===== src/rtl/psum_accumulator.sv =====
// Accumulates a programmable number of signed partial-sum beats, then presents
// the saturated result on a valid/ready output and holds it until consumed.
module psum_accumulator #(
  parameter int unsigned psum_bw = 16,
  parameter int unsigned acc_bw  = 20
) (
  input  logic               clk,
  input  logic               reset,
  input  logic               clear,
  input  logic [3:0]         len,
  input  logic               in_valid,
  output logic               in_ready,
  input  logic [psum_bw-1:0] in_psum,
  output logic               out_valid,
  input  logic               out_ready,
  output logic [psum_bw-1:0] out,
  output logic               ovf
);

  localparam logic [1:0] StIdle = 2'd0;
  localparam logic [1:0] StAcc  = 2'd1;
  localparam logic [1:0] StHold = 2'd2;

  logic [1:0]         state_q, state_d;
  logic [acc_bw-1:0]  acc_q, acc_d;
  logic [4:0]         cnt_q, cnt_d;
  logic [4:0]         tgt_q, tgt_d;
  logic [psum_bw-1:0] out_q, out_d;
  logic               ovf_q, ovf_d;
  logic               valid_q, valid_d;
  logic               accept;
  logic               enter_hold;
  logic [acc_bw-1:0]  psum_ext;
  logic [psum_bw:0]   sat;

  // Returns {clipped, value}; the acc fits iff all bits above the result sign agree.
  function automatic logic [psum_bw:0] saturate(input logic [acc_bw-1:0] a);
    logic [acc_bw-psum_bw:0] upper;
    upper = a[acc_bw-1:psum_bw-1];
    if ((&upper) || (~|upper)) begin
      saturate = {1'b0, a[psum_bw-1:0]};
    end else if (a[acc_bw-1]) begin
      saturate = {1'b1, 1'b1, {(psum_bw-1){1'b0}}};
    end else begin
      saturate = {1'b1, 1'b0, {(psum_bw-1){1'b1}}};
    end
  endfunction

  assign psum_ext = {{(acc_bw-psum_bw){in_psum[psum_bw-1]}}, in_psum};
  // Reset forces in_ready high combinationally so it reads 1 throughout reset.
  assign in_ready = reset || (state_q != StHold);
  assign accept   = in_valid && (state_q != StHold);

  always_comb begin
    state_d    = state_q;
    acc_d      = acc_q;
    cnt_d      = cnt_q;
    tgt_d      = tgt_q;
    out_d      = out_q;
    ovf_d      = ovf_q;
    valid_d    = valid_q;
    enter_hold = 1'b0;
    sat        = '0;

    unique case (state_q)
      StIdle: begin
        if (accept) begin
          acc_d = psum_ext;
          tgt_d = (len == 4'd0) ? 5'd16 : {1'b0, len};
          cnt_d = 5'd1;
          if (tgt_d == 5'd1) begin
            enter_hold = 1'b1;
          end else begin
            state_d = StAcc;
          end
        end
      end
      StAcc: begin
        if (accept) begin
          acc_d = acc_q + psum_ext;
          cnt_d = cnt_q + 5'd1;
          if (cnt_d == tgt_q) begin
            enter_hold = 1'b1;
          end
        end
      end
      StHold: begin
        if (out_ready) begin
          state_d = StIdle;
          valid_d = 1'b0;
          acc_d   = '0;
          cnt_d   = '0;
        end
      end
      default: begin
        state_d = StIdle;
      end
    endcase

    if (enter_hold) begin
      sat     = saturate(acc_d);
      state_d = StHold;
      out_d   = sat[psum_bw-1:0];
      ovf_d   = sat[psum_bw];
      valid_d = 1'b1;
    end
  end

  always_ff @(posedge clk) begin
    if (reset) begin
      state_q <= StIdle;
      acc_q   <= '0;
      cnt_q   <= '0;
      tgt_q   <= '0;
      out_q   <= '0;
      ovf_q   <= 1'b0;
      valid_q <= 1'b0;
    end else if (clear) begin
      // Abort keeps the latched length; it is reloaded on the next first beat.
      state_q <= StIdle;
      acc_q   <= '0;
      cnt_q   <= '0;
      out_q   <= '0;
      ovf_q   <= 1'b0;
      valid_q <= 1'b0;
    end else begin
      state_q <= state_d;
      acc_q   <= acc_d;
      cnt_q   <= cnt_d;
      tgt_q   <= tgt_d;
      out_q   <= out_d;
      ovf_q   <= ovf_d;
      valid_q <= valid_d;
    end
  end

  assign out_valid = valid_q;
  assign out       = out_q;
  assign ovf       = ovf_q;

endmodule

===== config.mk =====
export PLATFORM = sky130hd
export DESIGN_NAME = psum_accumulator
export DESIGN_NICKNAME = d
export VERILOG_FILES = /design/src/rtl/psum_accumulator.sv
export SDC_FILE = /design/constraint.sdc
export NUM_CORES = 1
export LEC_CHECK = 0
export ABC_AREA = 1
export BUFFER_PORTS_ARGS = -buffer_cell sky130_fd_sc_hd__buf_2
export CAP_MARGIN = 20
export CORE_ASPECT_RATIO = 0.7
export CORE_UTILIZATION = 65
export CTS_BUF_LIST = sky130_fd_sc_hd__clkbuf_2 sky130_fd_sc_hd__clkbuf_4 sky130_fd_sc_hd__clkbuf_8
export CTS_CLUSTER_DIAMETER = 50
export DETAILED_ROUTE_END_ITERATION = 6
export PLACE_DENSITY = 0.87
export SYNTH_ARGS = -nofsm -noshare
export SYNTH_HDL_FRONTEND = slang
export SYNTH_SLANG_ARGS = --single-unit

===== constraint.sdc =====
create_clock -name clk -period 4.5 [get_ports clk]
set_clock_uncertainty 0.05 [all_clocks]
set_input_delay 0.225 -clock clk [delete_from_list [all_inputs] [get_ports clk]]
set_output_delay 0.225 -clock clk [all_outputs]
set_load 0.05 [all_outputs]

=== Word-level counts from Yosys, hierarchy flattened ===
Cells that the tools add are included.

* Bits in registers: 50
* Output and inout bits: 19
* Word-level logic and storage cells: 67
* Input port bits: 25

* Mux-type cells: 24
* Bitwise operators: 2
* Reduce and logical (&&, ||, !) cells: 18
* $add $sub $neg: 2
* Equality and inequality tests: 13

{| class="wikitable"
|+ Operators with widths
! operator !! number
|-
| $mux W20 || 3
|-
| $pmux W20 S3 || 1
|-
| $add A20 B20 Y20 || 1
|-
| $mux W5 || 4
|-
| $mux W17 || 1
|-
| $mux W16 || 1
|-
| $pmux W5 S3 || 1
|-
| $ne A2 B2 Y1 const B || 6
|-
| $reduce_and A4 Y1 || 3
|-
| $ne A3 B3 Y1 const B || 3
|-
| $mux W2 || 4
|-
| $mux W1 || 7
|-
| $pmux W2 S3 || 1
|-
| $add A5 B1 Y5 const B || 1
|-
| $eq A5 B1 Y1 const B || 1
|-
| $eq A5 B5 Y1 || 1
|-
| $reduce_and A5 Y1 || 1
|-
| $reduce_or A5 Y1 || 1
|-
| $logic_not A4 Y1 || 1
|-
| $reduce_bool A2 Y1 || 2
|-
| $reduce_and A3 Y1 || 1
|-
| $reduce_bool A3 Y1 || 1
|-
| $reduce_or A3 Y1 || 1
|-
| $eq A2 B1 Y1 const B || 1
|-
| other kinds (9) || 11
|}

=== Longest topological paths before layout ===
* Word-level depth: 8
* Gate-level depth with buffers: 22
* Mapped depth without buffers: 21

=== Least setup slack after synthesis ===
OpenSTA, ideal clock, no wires.

* Path type: register to register
* From: reg acc_q[0]
* To: reg out_q[1] (netlist: out[1])
* Cell stages (with the launch flop): 22
* Setup slack: 2.171 ns
* Clock period less this slack: 2.329 ns
* Library setup time: 0.114 ns
* Arrival: 2.165 ns
* Buffers on the path: 1
* Required time: 4.336 ns
* Cell sequence: dfxtp_1 ha_1 fa_1 nand2_1 nand2_1 nand3_1 nand2_1 nand2_1 nand2_1 nand2_1 nand3_1 nand2_1 nand2_1 nand2_1 nand2_2 inv_2 nand3_2 nand2_2 nand2_2 buf_6 nand3_2 nand2_1

* Word-level cells in the longest chain between the ends: 7
* Elaborated cells on any way between the ends: 9
* Those cells by class: 1 x add/sub; 4 x mux; 4 x reduce/logical

{| class="wikitable"
|+ RTL lines
! element !! line !! RTL
|-
| start: declaration || 25 || <nowiki>logic [acc_bw-1:0] acc_q, acc_d;</nowiki>
|-
| start signal: assignment || 112 || <nowiki>acc_q <= '0;</nowiki>
|-
| start signal: assignment || 121 || <nowiki>acc_q <= '0;</nowiki>
|-
| start signal: assignment || 128 || <nowiki>acc_q <= acc_d;</nowiki>
|-
| $add A20 B20 Y20 (*) || 80 || <nowiki>acc_d = acc_q + psum_ext;</nowiki>
|-
| $mux W20 (*) || 79 || <nowiki>if (accept) begin</nowiki>
|-
| $pmux W20 S3 (*) || 65 || <nowiki>unique case (state_q)</nowiki>
|-
| $reduce_or A5 Y1 || 40 || <nowiki>if ((&upper) || (~|upper)) begin</nowiki>
|-
| $logic_not A1 Y1 || 40 ||
|-
| $logic_or A1 B1 Y1 || 40 ||
|-
| $mux W17 (*) || 40 ||
|-
| end signal: assignment || 131 || <nowiki>out_q <= out_d;</nowiki>
|-
| end: declaration || 28 || <nowiki>logic [psum_bw-1:0] out_q, out_d;</nowiki>
|}

Every way passes the cells marked *; elsewhere a longest branch is shown, timed or not.
A chain may end at the register's enable or synchronous reset.

=== Worst setup path in the final report ===
* From: reg state_q[1]
* To: reg out_q[0] (netlist: out[0])

* Word-level cells in the longest chain between the ends: 8
* Elaborated cells on any way between the ends: 17
* Those cells by class: 3 x eq/ne; 8 x mux; 6 x reduce/logical

{| class="wikitable"
|+ RTL lines
! element !! line !! RTL
|-
| start: declaration || 24 || <nowiki>logic [1:0] state_q, state_d;</nowiki>
|-
| start signal: assignment || 111 || <nowiki>state_q <= StIdle;</nowiki>
|-
| start signal: assignment || 120 || <nowiki>state_q <= StIdle;</nowiki>
|-
| start signal: assignment || 127 || <nowiki>state_q <= state_d;</nowiki>
|-
| $ne A2 B2 Y1 || 52 || <nowiki>assign accept = in_valid && (state_q != StHold);</nowiki>
|-
| $logic_and A1 B1 Y1 || 52 ||
|-
| $mux W20, on equally long branches || 79, 67 ||
|-
| $pmux W20 S3 || 65 ||
|-
| $reduce_or A5 Y1 || 40 ||
|-
| $logic_not A1 Y1 || 40 ||
|-
| $logic_or A1 B1 Y1 || 40 ||
|-
| $mux W17 || 40 ||
|}

Several ways; a longest one is shown, not always the timed one.

==> summary.md <==
| Metric | Value |
|---|---|
| Clock slew at reported path FFs | 0.10 ns |
| Final Cell Area | 4283 um2 |
| Fin. Hold Viols | 0 |
| Most used flip-flop cell after synthesis | dfxtp_1 |
| Area share of xor/xnor cells in the synthesized design | 3.942% |
| Die ar. | 6425 um2 |
| Reg-to-reg startpoint | state_q[1] |
| Post-cts resize count | 0 |
| Crit Path Class | register to register |
| Initial Utilization | 68.25% |
| Post-synthesis mux area share | 0% |
| Cell count after placement | 701 |
| Post-DP Area | 4175 um2 |
| Worst setup EP type | register |
| Met1 wire length | 4.839 mm |
| Hold path start | reset |
| EDFF count, synth | 0 |
| Met2 Wirelength | 4.802 mm |
| Worst Hold End | tgt_q[1] |
| Clock Latency Late Sink | 0.31 ns |
| Worst slew pin tran | 0.9364 ns |
| Routability congestion estimate | 0.9626 |
| # setup viols final | 0 |
| Post-DRT Antenna Nets | 0 |
| Met3 WL | 1.075 mm |
| Number of max-cap violations | 0 |
| Total Nets Final | 683 |
| CP startpoint kind | register |
| Max FO, Critical Path | 21 |
| Largest net degree at the start of global routing | 32 |
| Synth cell types | 43 |
| Area contributors post-synth | dfxtp_1 25%, nand2_1 14%, ha_1 7.6%, nor2_1 6.8%, a21oi_1 5.4% |
| Pleak | 2.139 nW |
| Ports | 44 |
| Drt first pass iters | 7 |
| Critical Path RT | 4.66 ns |
| Synth area leader | dfxtp_1 |
| Hold-fix buffers, CTS | 0 |
| Yosys top cell area share | 25.23% |
| Hold Path Cell Cnt | 2 |
| Min Tclk post-route | 3.016 ns |
| Synth Area in Adders | 8.073% |
| Syn_nets | 652 |
| Area Overhead vs Synth | 7.947% |
| Pwr dens | 265.2 nW/um2 |
| Post-Synth Simple-Gate Area | 36.20% |
| FF-to-FF End | out[0] |
| Fin cells | 708 |
| WL per Instance | 15.46 um |
| Sink Count | 50 |
| Global-route wire length before repair | 17.06 mm |
| Inserted Clock Buffers | 5 |
| HPWL Detailed | 8.435 mm |
| IO Port Bufs | 43 |
| Avg Cell Area, Syn | 6.591 um2 |
| Setup TNS | 0 ns |
| CP Data Arrival Time | 3.18 ns |
| Register area share after synthesis | 25.23% |
| Die Height | 67.37 um |
| Peak Freq | 331.6 MHz |
| CTS root buf | clkbuf_8 |
| Die width | 95.38 um |
| Final core occ | 73.68% |
| CTS Buffer Depth | 2 |
| Initial DRC Count | 520 |
| Asr flop ratio synth | 0% |
| Core Rows | 23 |
| Status | complete, no violations |
| Yosys warns | 0 |
| CTS HTree Levels | 2 |
| N_diodes | 0 |
| Drt via density | 6.011 |
| RSZ-0062 raised after global routing | false |
| Slew headroom | 37.10% |
| Largest family of logic cells by synthesized area | simple AND/OR/NAND/NOR gates |
| Total global routing overflow | 0 |
| Core region area | 5813 um2 |
| CTS tree | built |
| Vias | 4256 |
| GRT Util Overall | 34.48% |
| Cell Area, Synth | 3968 um2 |
| Worst Reg-to-Reg Cells | 11 |
| Synth Area in Compound Gates | 17.50% |
| Period utilisation layout | 67.01% |
| Antenna violations before repair | 0 |
| Flops & latches, synth | 50 |
| Fraction of layout cells with a size suffix above 1 | 16.90% |
| DRC viols | 0 |
| VDD IR max | 0.0002618 V |
| Vias in the first global route | 3584 |
| WL final | 10.95 mm |
| Buffers inserted by post-CTS timing repair | 0 |
| Uppermost layer routed | met4 |
| Worst min path class | input port to register |
| Syn Inst Count | 602 |
| Fillers | 508 |
| Slew Limit Fails | 0 |
| Worst reg-to-reg setup slack | 1.48 ns |
-- cell usage in the layout (no fill, tap or decap), types with 13 or more instances in the layout --
cell type / instances
nand2_2: 13
nand3_2: 14
dfxtp_1: 50
o21ai_0: 30
nand2_1: 143
buf_2: 43
a21oi_1: 43
nor2_1: 71
inv_1: 57
ha_1: 24
or2_2: 15
nand3_1: 30
nand4_1: 14
-- worst max-delay path, stage by stage, from the launching register on --
cell and delay, ns:
dfxtp_1 0.40, ha_1 0.69, inv_1 0.43, or2_2 0.39, nand2_1 0.12, nand2_2 0.08, inv_2 0.05, nand3_2 0.07
nand2_2 0.20, nand2_2 0.24, nand3_1 0.15, nand2_1 0.06
-- where the power goes --
part	switching [mW]	internal, mW	leakage [nW]
registers	0.0173	0.460	0.407
logic	0.230	0.111	1.68
clock network	0.153	0.164	0.0542
total	0.401	0.735	2.14
-- stage by stage --
| step | power [mW] | worst slack [ns] | hold slack [ns] |
|---|---|---|---|
| after floorplan | 0.7402 | 2.171 | 0.2535 |
| after global placement | 0.8050 | 1.669 | 0.3795 |
| after detailed placement | 0.8144 | 1.600 | 0.3868 |
| after CTS | 1.123 | 1.603 | 0.06364 |
| after global routing | 1.190 | 1.263 | 0.05965 |
| final | 1.136 | 1.484 | 0.06398 |
-- metal layers --
metal / up-vias / global-route usage (%)
met5: - / 0
met4: 0 / 7.649
met3: 35 / 6.081
met2: 250 / 54.46
met1: 1911 / 48.98
li1: 2060 / -
-- kinds of logic after synthesis --
logic type | count (synthesis)
simple gates | 312
fa+ha+maj | 25
compound gates | 112
flops | 50
buf+inv | 86
xor+xnor | 17
-- synth_stat cells, drive strengths merged, types with 7 or more instances --
library cell / n
nand2: 156
a211oi: 7
ha: 24
a221oi: 9
nand4: 14
dfxtp: 50
nor2: 75
xnor2: 9
xor2: 8
buf: 11
or2: 15
clkbuf: 9
inv: 62
a21oi: 44
nand3: 44
o21ai: 31
-- registers in the layout, indices dropped and copies added (netlist names) --
register	flops
state_q	2
ovf	1
cnt_q	5
tgt_q	5
out	16
out_valid	1
acc_q	20
-- worst max path at each step --
| stage | startpoint | to | slack, ns |
|---|---|---|---|
| after CTS | state_q[1] | out[0] | 1.60 |
| after global routing | state_q[1] | out[6] | 1.26 |
| final | state_q[1] | out[0] | 1.48 |
| after detailed placement | state_q[1] | out[0] | 1.60 |
| after floorplan | acc_q[0] | out[1] | 2.17 |
| after global placement | in_psum[0] | out[0] | 1.67 |
-- final cells by class --
cell class                 count  area [um2]  share of cell area [%]
multi-input combinational    466        2610                   60.94
sequential                    50        1001                   23.37
inverter                      66       247.7                   5.784
timing repair buffer          44       222.7                   5.200
tap                           75       93.84                   2.191
clock buffer                   5       68.82                   1.607
clock inverter                 2       38.79                  0.9056
Note: power is estimated with default switching activity, not from simulation.
